==> config.mk <==
export PLATFORM = sky130hd
export DESIGN_NAME = fp_exp_bias_sub
export DESIGN_NICKNAME = d
export VERILOG_FILES = /design/src/rtl/fp_exp_bias_sub.sv
export SDC_FILE = /design/constraint.sdc
export NUM_CORES = 1
export LEC_CHECK = 0
export CAP_MARGIN = 20
export CORE_MARGIN = 10
export CORE_UTILIZATION = 35
export DETAILED_ROUTE_END_ITERATION = 8
export PLACE_DENSITY = 0.6
export SYNTH_ARGS = -nofsm -noshare
export SYNTH_HDL_FRONTEND = slang
export SYNTH_SLANG_ARGS = --single-unit
==> constraint.sdc <==
create_clock -name clk -period 1.4 [get_ports clk]
set_input_delay 0.28 -clock clk [delete_from_list [all_inputs] [get_ports clk]]
set_output_delay 0.28 -clock clk [all_outputs]
set_load 0.01 [all_outputs]
==> src/rtl/fp_exp_bias_sub.sv <==
// fp_exp_bias_sub: two-stage exponent de-bias and saturating classification with valid/ready flow control
module fp_exp_bias_sub #(
  parameter int EW = 5,
  parameter int BIAS = 15
) (
  input  logic          clk,
  input  logic          rst,
  input  logic          in_valid,
  output logic          in_ready,
  input  logic [EW:0]   sum_in,
  input  logic          norm_inc,
  output logic          out_valid,
  input  logic          out_ready,
  output logic [EW-1:0] exp_out,
  output logic          ovf,
  output logic          unf
);
  localparam logic [EW+1:0] neg_bias = ~(EW+2)'(BIAS) + (EW+2)'(1);
  localparam logic [EW+1:0] exp_max = (EW+2)'((1 << EW) - 1);
  logic          s1_valid;
  logic [EW+1:0] s1_t;
  logic          s2_load;
  logic          s1_load;
  logic [EW+1:0] t_next;
  logic          t_unf;
  logic          t_ovf;
  assign s2_load  = s1_valid & (!out_valid | out_ready);
  assign in_ready = !s1_valid | s2_load;
  assign s1_load  = in_valid & in_ready;
  assign t_next   = (EW+2)'(sum_in) + (EW+2)'(norm_inc) + neg_bias;
  assign t_unf    = $signed(s1_t) <= 0;
  assign t_ovf    = $signed(s1_t) >= $signed(exp_max);
  always_ff @(posedge clk) begin
    if (rst) begin
      s1_valid  <= 1'b0;
      s1_t      <= '0;
      out_valid <= 1'b0;
      exp_out   <= '0;
      ovf       <= 1'b0;
      unf       <= 1'b0;
    end else begin
      if (s1_load) s1_t <= t_next;
      s1_valid <= s1_load | (s1_valid & !s2_load);
      if (s2_load) begin
        exp_out <= t_unf ? '0 : t_ovf ? exp_max[EW-1:0] : s1_t[EW-1:0];
        ovf     <= !t_unf & t_ovf;
        unf     <= t_unf;
      end
      out_valid <= s2_load | (out_valid & !out_ready);
    end
  end
endmodule
==> run metrics, run 1 <==
outcome completed; Post-synth top cells dfxtp_1, nor2_1, a21oi_1; Slew @ Worst Pin 336 ps; relative slew slack 77.4%; area occupied by multi-input gates 409 um2; Total GRT Usage ~8.1%; clk root buf clkbuf_4; Post-DP Area between 0.001 and 0.0015 mm2; post-synthesis mux area share under 10%; Final Cycle Share between 90% and 100%; Crit Path Class primary input to register; Crit path max-delay family simple AND/OR/NAND/NOR gates; worst hold path depth 4; slowest stage delay, CP between 400 and 500 ps; maximum clock insertion buffer count 2; Vias per Instance about 5; placer's final routability congestion estimate around 0.74; TNS Setup 0 ps; top-area cell type share of the netlist area a little over two fifths; Slowest cell on crit path clkdlybuf4s50_1; row cnt 16; register area share after synthesis a little over two fifths; die width 65.9 um; CTS Buf Count 3; FFs w/ async S/R, synth 0%; I/O pin count 20; core area roughly 0.0020 mm2; CTS sink count 16; EDFF count, synth 0; Simple-Gate Fraction of Synth Area 23.4%; Cell Area, Synth around 740 um2; Synthesized Nets 96; RSZ-0062 raised after global routing no; leading area contributor after synthesis dfxtp_1; port bufs 19; worst-skew pair later-pin latency around 270 ps; launch point of the worst reg-to-reg path s1_t[1]$_SDFFE_PP0P_; PwrDens 862 mW/mm2; Avg Inst Size Synth 8.89 um2; Critical Path RT between 1500 and 2000 ps; worst path arrival time between 1500 and 2000 ps; largest family of logic cells by synthesized area simple AND/OR/NAND/NOR gates; largest net degree at the start of global routing 17; clk_skew between 1 and 1.5 ps; die area approximately 0.0043 mm2; top-count cell post-synth dfxtp_1; Compound-Gate Fraction of Synth Area 15.8%; FMAX 744 MHz; Final #Nets between 100 and 150; leakage power 0.000465 uW; Worst Path Buf+Inv 1; final WL between 1500 and 2000 um; cell count after synthesis 83; hpwl dp 1270 um; maxcap violations 0; initial core utilization a little under two fifths; post-synthesis xor/xnor area fraction ~4.7%; CP Max Fanout 6; vias post-DR between 600 and 700; worst hold slack approximately 410 ps; minimum clock period after layout 1340 ps; cell area after layout around 0.0011 mm2; H-tree Lvls 1; FILL cells just over 200; Crit path depth 5; clk slew on worst S/H paths about 80 ps; DR iter-0 viols 11; Reg2Reg Depth 4; CP cell instances clkdlybuf4s50_1, nand2b_4, nand2_4, or3_2, a21oi_1; layout cells sized above 1 between 20% and 30%; max-slew violation count 0; Synth area leaders dfxtp_1, a21oi_1, a211oi_1; Setup Buffers After CTS 0; crit path launch type primary input; crit path capture type register; Crit. Startpoint out_ready; WL per Instance around 12 um; Hold Crit Class primary input to register; ys flop type dfxtp_1; grt ovf 0; vias in the first global route ~660; DR pass1 iterations 4; library cells used by synthesis 27; Synth Area in Adders 3.39%; DRC viols 0; hold path startpoint sum_in[0]; first-pass GRT wire length about 2900 um; antenna-violating nets left 0; Synth-to-Final Area Change 46.1%; maximum vdd ir drop ~0.4 mV; synth warn 0; Die Ht between 60 and 70 um; # diodes 0; #FFs+latches synth 16; register area approximately 320 um2; antenna violations before repair 0; Final setup viols 0; CTS tree yes; Final Hold Fails 0
-- worst paths after layout --
path	to	slack, ps
max reg2reg	exp_out[3]$_SDFFE_PP0P_	190
max	exp_out[4]$_SDFFE_PP0P_	60
min reg2reg	exp_out[2]$_SDFFE_PP0P_	450
min	s1_t[0]$_SDFFE_PP0P_	410
-- through the flow --
| step | total power, uW | utilization (%) | setup WS (ps) | cells |
|---|---|---|---|---|
| floorplan | 615 | - | 135 | 83 |
| global placement | 707 | 51.6 | -316 | 137 |
| detailed placement | 710 | 51.6 | -360 | 137 |
| CTS | 941 | 53.7 | 6.76 | 140 |
| global route | 991 | 54.4 | 20.4 | 140 |
| finish | 929 | 54.4 | 55.6 | 140 |
-- routing by layer --
metal	wire length, um	track usage (%)	vias up
li1	-	-	358
met1	767	9.40	307
met2	774	12.2	16
met3	124	3.73	2
met4	9	4.28	0
met5	0	0	-
-- kinds of logic after synthesis --
kind of cell / Yosys count
xor gates and xnor gates: 4
AOI/OAI and AO/OA: 18
DFF: 16
and+or+nand+nor: 32
muxes: 2
buffers and inverters: 9
adders and majority gates: 2
-- layout by cell type, fill, tap and decap left out, types with 2 or more instances in the layout --
| cell | Yosys | final |
|---|---|---|
| dfxtp_1 | 16 | 16 |
| clkdlybuf4s50_1 | 0 | 8 |
| dlymetal6s2s_1 | 0 | 2 |
| nand4b_1 | 2 | 2 |
| dlygate4sd2_1 | 0 | 8 |
| a31oi_1 | 3 | 3 |
| nand2_1 | 6 | 6 |
| clkbuf_4 | 0 | 3 |
| a211oi_1 | 5 | 5 |
| inv_1 | 5 | 4 |
| xor2_1 | 2 | 2 |
| nor2_1 | 10 | 10 |
| or3_1 | 2 | 2 |
| xnor2_1 | 2 | 2 |
| buf_4 | 0 | 11 |
| a21oi_1 | 8 | 8 |
| mux2i_1 | 2 | 2 |
| nand3_1 | 3 | 2 |
-- layout make-up --
class	count	share of cell area (%)
Tap cell	27	3.13
Inverter	5	1.74
Multi-Input combinational cell	58	37.9
Timing Repair Buffer	31	25.4
Clock buffer	3	2.09
Sequential cell	16	29.7
-- worst reg2reg max path, cell delays in order, from the launching register on --
cell and delay [ps]:
dfxtp_1 390, and3_1 170, a31oi_1 70, a2111o_1 330, a31oi_1 170
-- what timing repair did --
| item | in CTS | in global routing |
|---|---|---|
| hold buffers | 0 | 0 |
| setup endpoints to repair | 11 | 5 |
| pin swaps | 2 | 6 |
| resized for setup | 17 | 6 |
-- power by group --
group	leakage, uW	switching [uW]	internal [uW]
logic	0.000319	83.6	107
registers	0.000132	25.0	484
clock network	0.0000138	129	99.6
total	0.000465	238	691
-- state kept, by name (all words and copies together) (netlist names) --
signal	cells
exp_out	5
s1_valid	1
unf	1
ovf	1
s1_t	7
out_valid	1
(Power assumes the default switching activity.)
==> run 2, diff against run 1 <==
- CORE_MARGIN: 10 -> default
==> run 2 against run 1 <==
  * Clock power is 32% higher
  * Sequential share of layout area is 0.26 points lower
  * First-iteration DRC count is 36% lower
  * Maximum frequency is 1.5% lower
  * Non-clock buffer count is 2 higher
  * Combinational power hardly changed
  * Register-to-register slack hardly changed
  * Routed wire length is 13% lower
  * Core utilization is 0.69 points higher
==> run metrics, run 2 (synthesized netlist as in run 1, its figures left out) <==
vias post-DR 685 (+0.29%); crit path launch type primary input; final WL 1460 um (-13%); clk root buf clkbuf_4; grt ovf 0 (unchanged); Non-Filler Instances 143 (+2.1%); FMAX 733 MHz (-1.5%); Largest register FFs 7 (unchanged); placer's final routability congestion estimate 0.717 (-3.0%); CTS tree yes; Final Cycle Share 97.5% (+1.4 points); crit path capture type register; Slew @ Worst Pin 362 ps (+25.7 ps); H-tree Lvls 1 (unchanged); Cell Count Post-Placement 138 (+0.73%); Hold Crit Class primary input to register; Reg with most FFs s1_t; Synth-to-Final Area Change 48.0%; # diodes 0 (unchanged); Critical Path RT 1620 ps (about the same); Reg2Reg Depth 4 (unchanged); row cnt 16 (unchanged); register area 322 um2 (+0.39%); clk_skew 5.58 ps (+4.44 ps); DRC viols 0 (unchanged); I/O pin count 20 (unchanged); vias in the first global route 582 (-12%); worst hold path depth 4 (unchanged); biggest regs s1_t: 7 flops, exp_out: 5 flops; relative slew slack 75.7% (-1.7 points); port bufs 19 (unchanged); Die Ht 47.9 um (-27%); r2r setup slk 190 ps (about the same); Final Power 1000 uW (+8.0%); first-pass GRT wire length 2300 um (-20%); maxcap violations 0 (unchanged); hpwl dp 1140 um (-10%); worst-skew pair later-pin latency 280 ps (about the same); Final setup viols 0 (unchanged); leading cell types in the layout, fill and taps excluded dfxtp_1, buf_4, nor2_1; layout cells sized above 1 24.1% (+2.0 points); area occupied by multi-input gates 397 um2 (-3.1%); maximum vdd ir drop 0.431 mV (+7.8%); DR iter-0 viols 7 (-4); Hold EP s1_t[0]$_SDFFE_PP0P_; Crit Path Class primary input to register; largest net degree at the start of global routing 13 (-4); maximum clock insertion buffer count 2 (unchanged); launch point of the worst reg-to-reg path s1_t[0]$_SDFFE_PP0P_; initial core utilization 37.2% (unchanged); minimum clock period after layout 1360 ps (+20.0 ps); CTS Buf Count 3 (unchanged); CP Max Fanout 7 (+1); DR pass1 iterations 4 (unchanged); core area 0.00198 mm2 (unchanged); outcome completed; RR Endpoint exp_out[3]$_SDFFE_PP0P_; Crit. Startpoint out_ready; FILL cells 197 (-3.9%); Final #Nets 130 (+1.6%); Vias per Instance 4.79 (-1.8%); clk slew on worst S/H paths 100 ps (+20 ps); CTS sink count 16 (unchanged); die width 47.9 um (-27%); Total GRT Usage 14.6% (+6.5 points); die area 0.00230 mm2 (-47%); most common cell after layout, fill and taps aside dfxtp_1; hold path startpoint norm_inc; PwrDens 919 mW/mm2 (+6.6%); antenna-violating nets left 0 (unchanged); RSZ-0062 raised after global routing no; max-slew violation count 0 (unchanged); Final Hold Fails 0 (unchanged); WL per Instance 10.2 um (-14%); antenna violations before repair 0 (unchanged); worst path arrival time 1590 ps (+40 ps); leakage power 0.000477 uW (+2.6%)
==> run 2: cell count changes in the layout (fill, tap and decap cells not counted), sizes merged <==
cell	previous run	this run
buf	13	15
clkbuf	3	4
==> run 2: routing by layer <==
metal	track usage [%]	up-vias	routed length, um
li1	-	359	-
met4	6.67	0	0
met2	27.0	21	750
met1	16.3	305	647
met5	0	-	0
met3	2.26	0	65
==> run 2: per-stage QoR <==
step | hold slack (ps) | instance area, um2 | TNS (ps) | setup WS, ps | util (%)
after floorplan | 409 | 738 | 0 | 135 | -
after global placement | 440 | 1030 | -3020 | -326 | 52.0
after detailed placement | 444 | 1030 | -3350 | -384 | 52.0
after CTS | 455 | 1080 | 0 | 4.19 | 54.3
after global routing | 412 | 1090 | 0 | 5.66 | 55.1
final | 399 | 1090 | 0 | 35.7 | 55.1
==> run 2: power breakdown <==
group	total [uW]	switching, uW	internal (uW)
logic	191	82.2	109
registers	510	24.9	485
clock network	303	144	158
==> run 2: what timing repair did <==
action | 4_1_cts | 5_1_grt
hold buffers | 0 | 0
buffers inserted | 0 | 1
setup endpoints to repair | 10 | 4
gates resized for setup | 16 | 5
pin swaps | 0 | 2
==> run 2: critical path, stage by stage <==
cell and delay (ps):
clkdlybuf4s50_1 480, nand2b_4 130, nand2_2 100, or3_2 460, a21oi_1 140
==> run 2: worst max-delay path by stage <==
stage,cells past startpoint,end
global route,5,exp_out[4]$_SDFFE_PP0P_
finish,5,exp_out[4]$_SDFFE_PP0P_
floorplan,8,s1_t[4]$_SDFFE_PP0P_
detailed placement,9,s1_t[4]$_SDFFE_PP0P_
CTS,3,in_ready
global placement,9,s1_t[4]$_SDFFE_PP0P_
==> run 2: final cells by class <==
cell class | instances | area share [%]
Sequential cell | 16 | 29.4
Multi-Input combinational cell | 58 | 36.3
Timing Repair Buffer | 33 | 26.1
Clock buffer | 4 | 3.32
Inverter | 5 | 1.72
Tap cell | 27 | 3.09
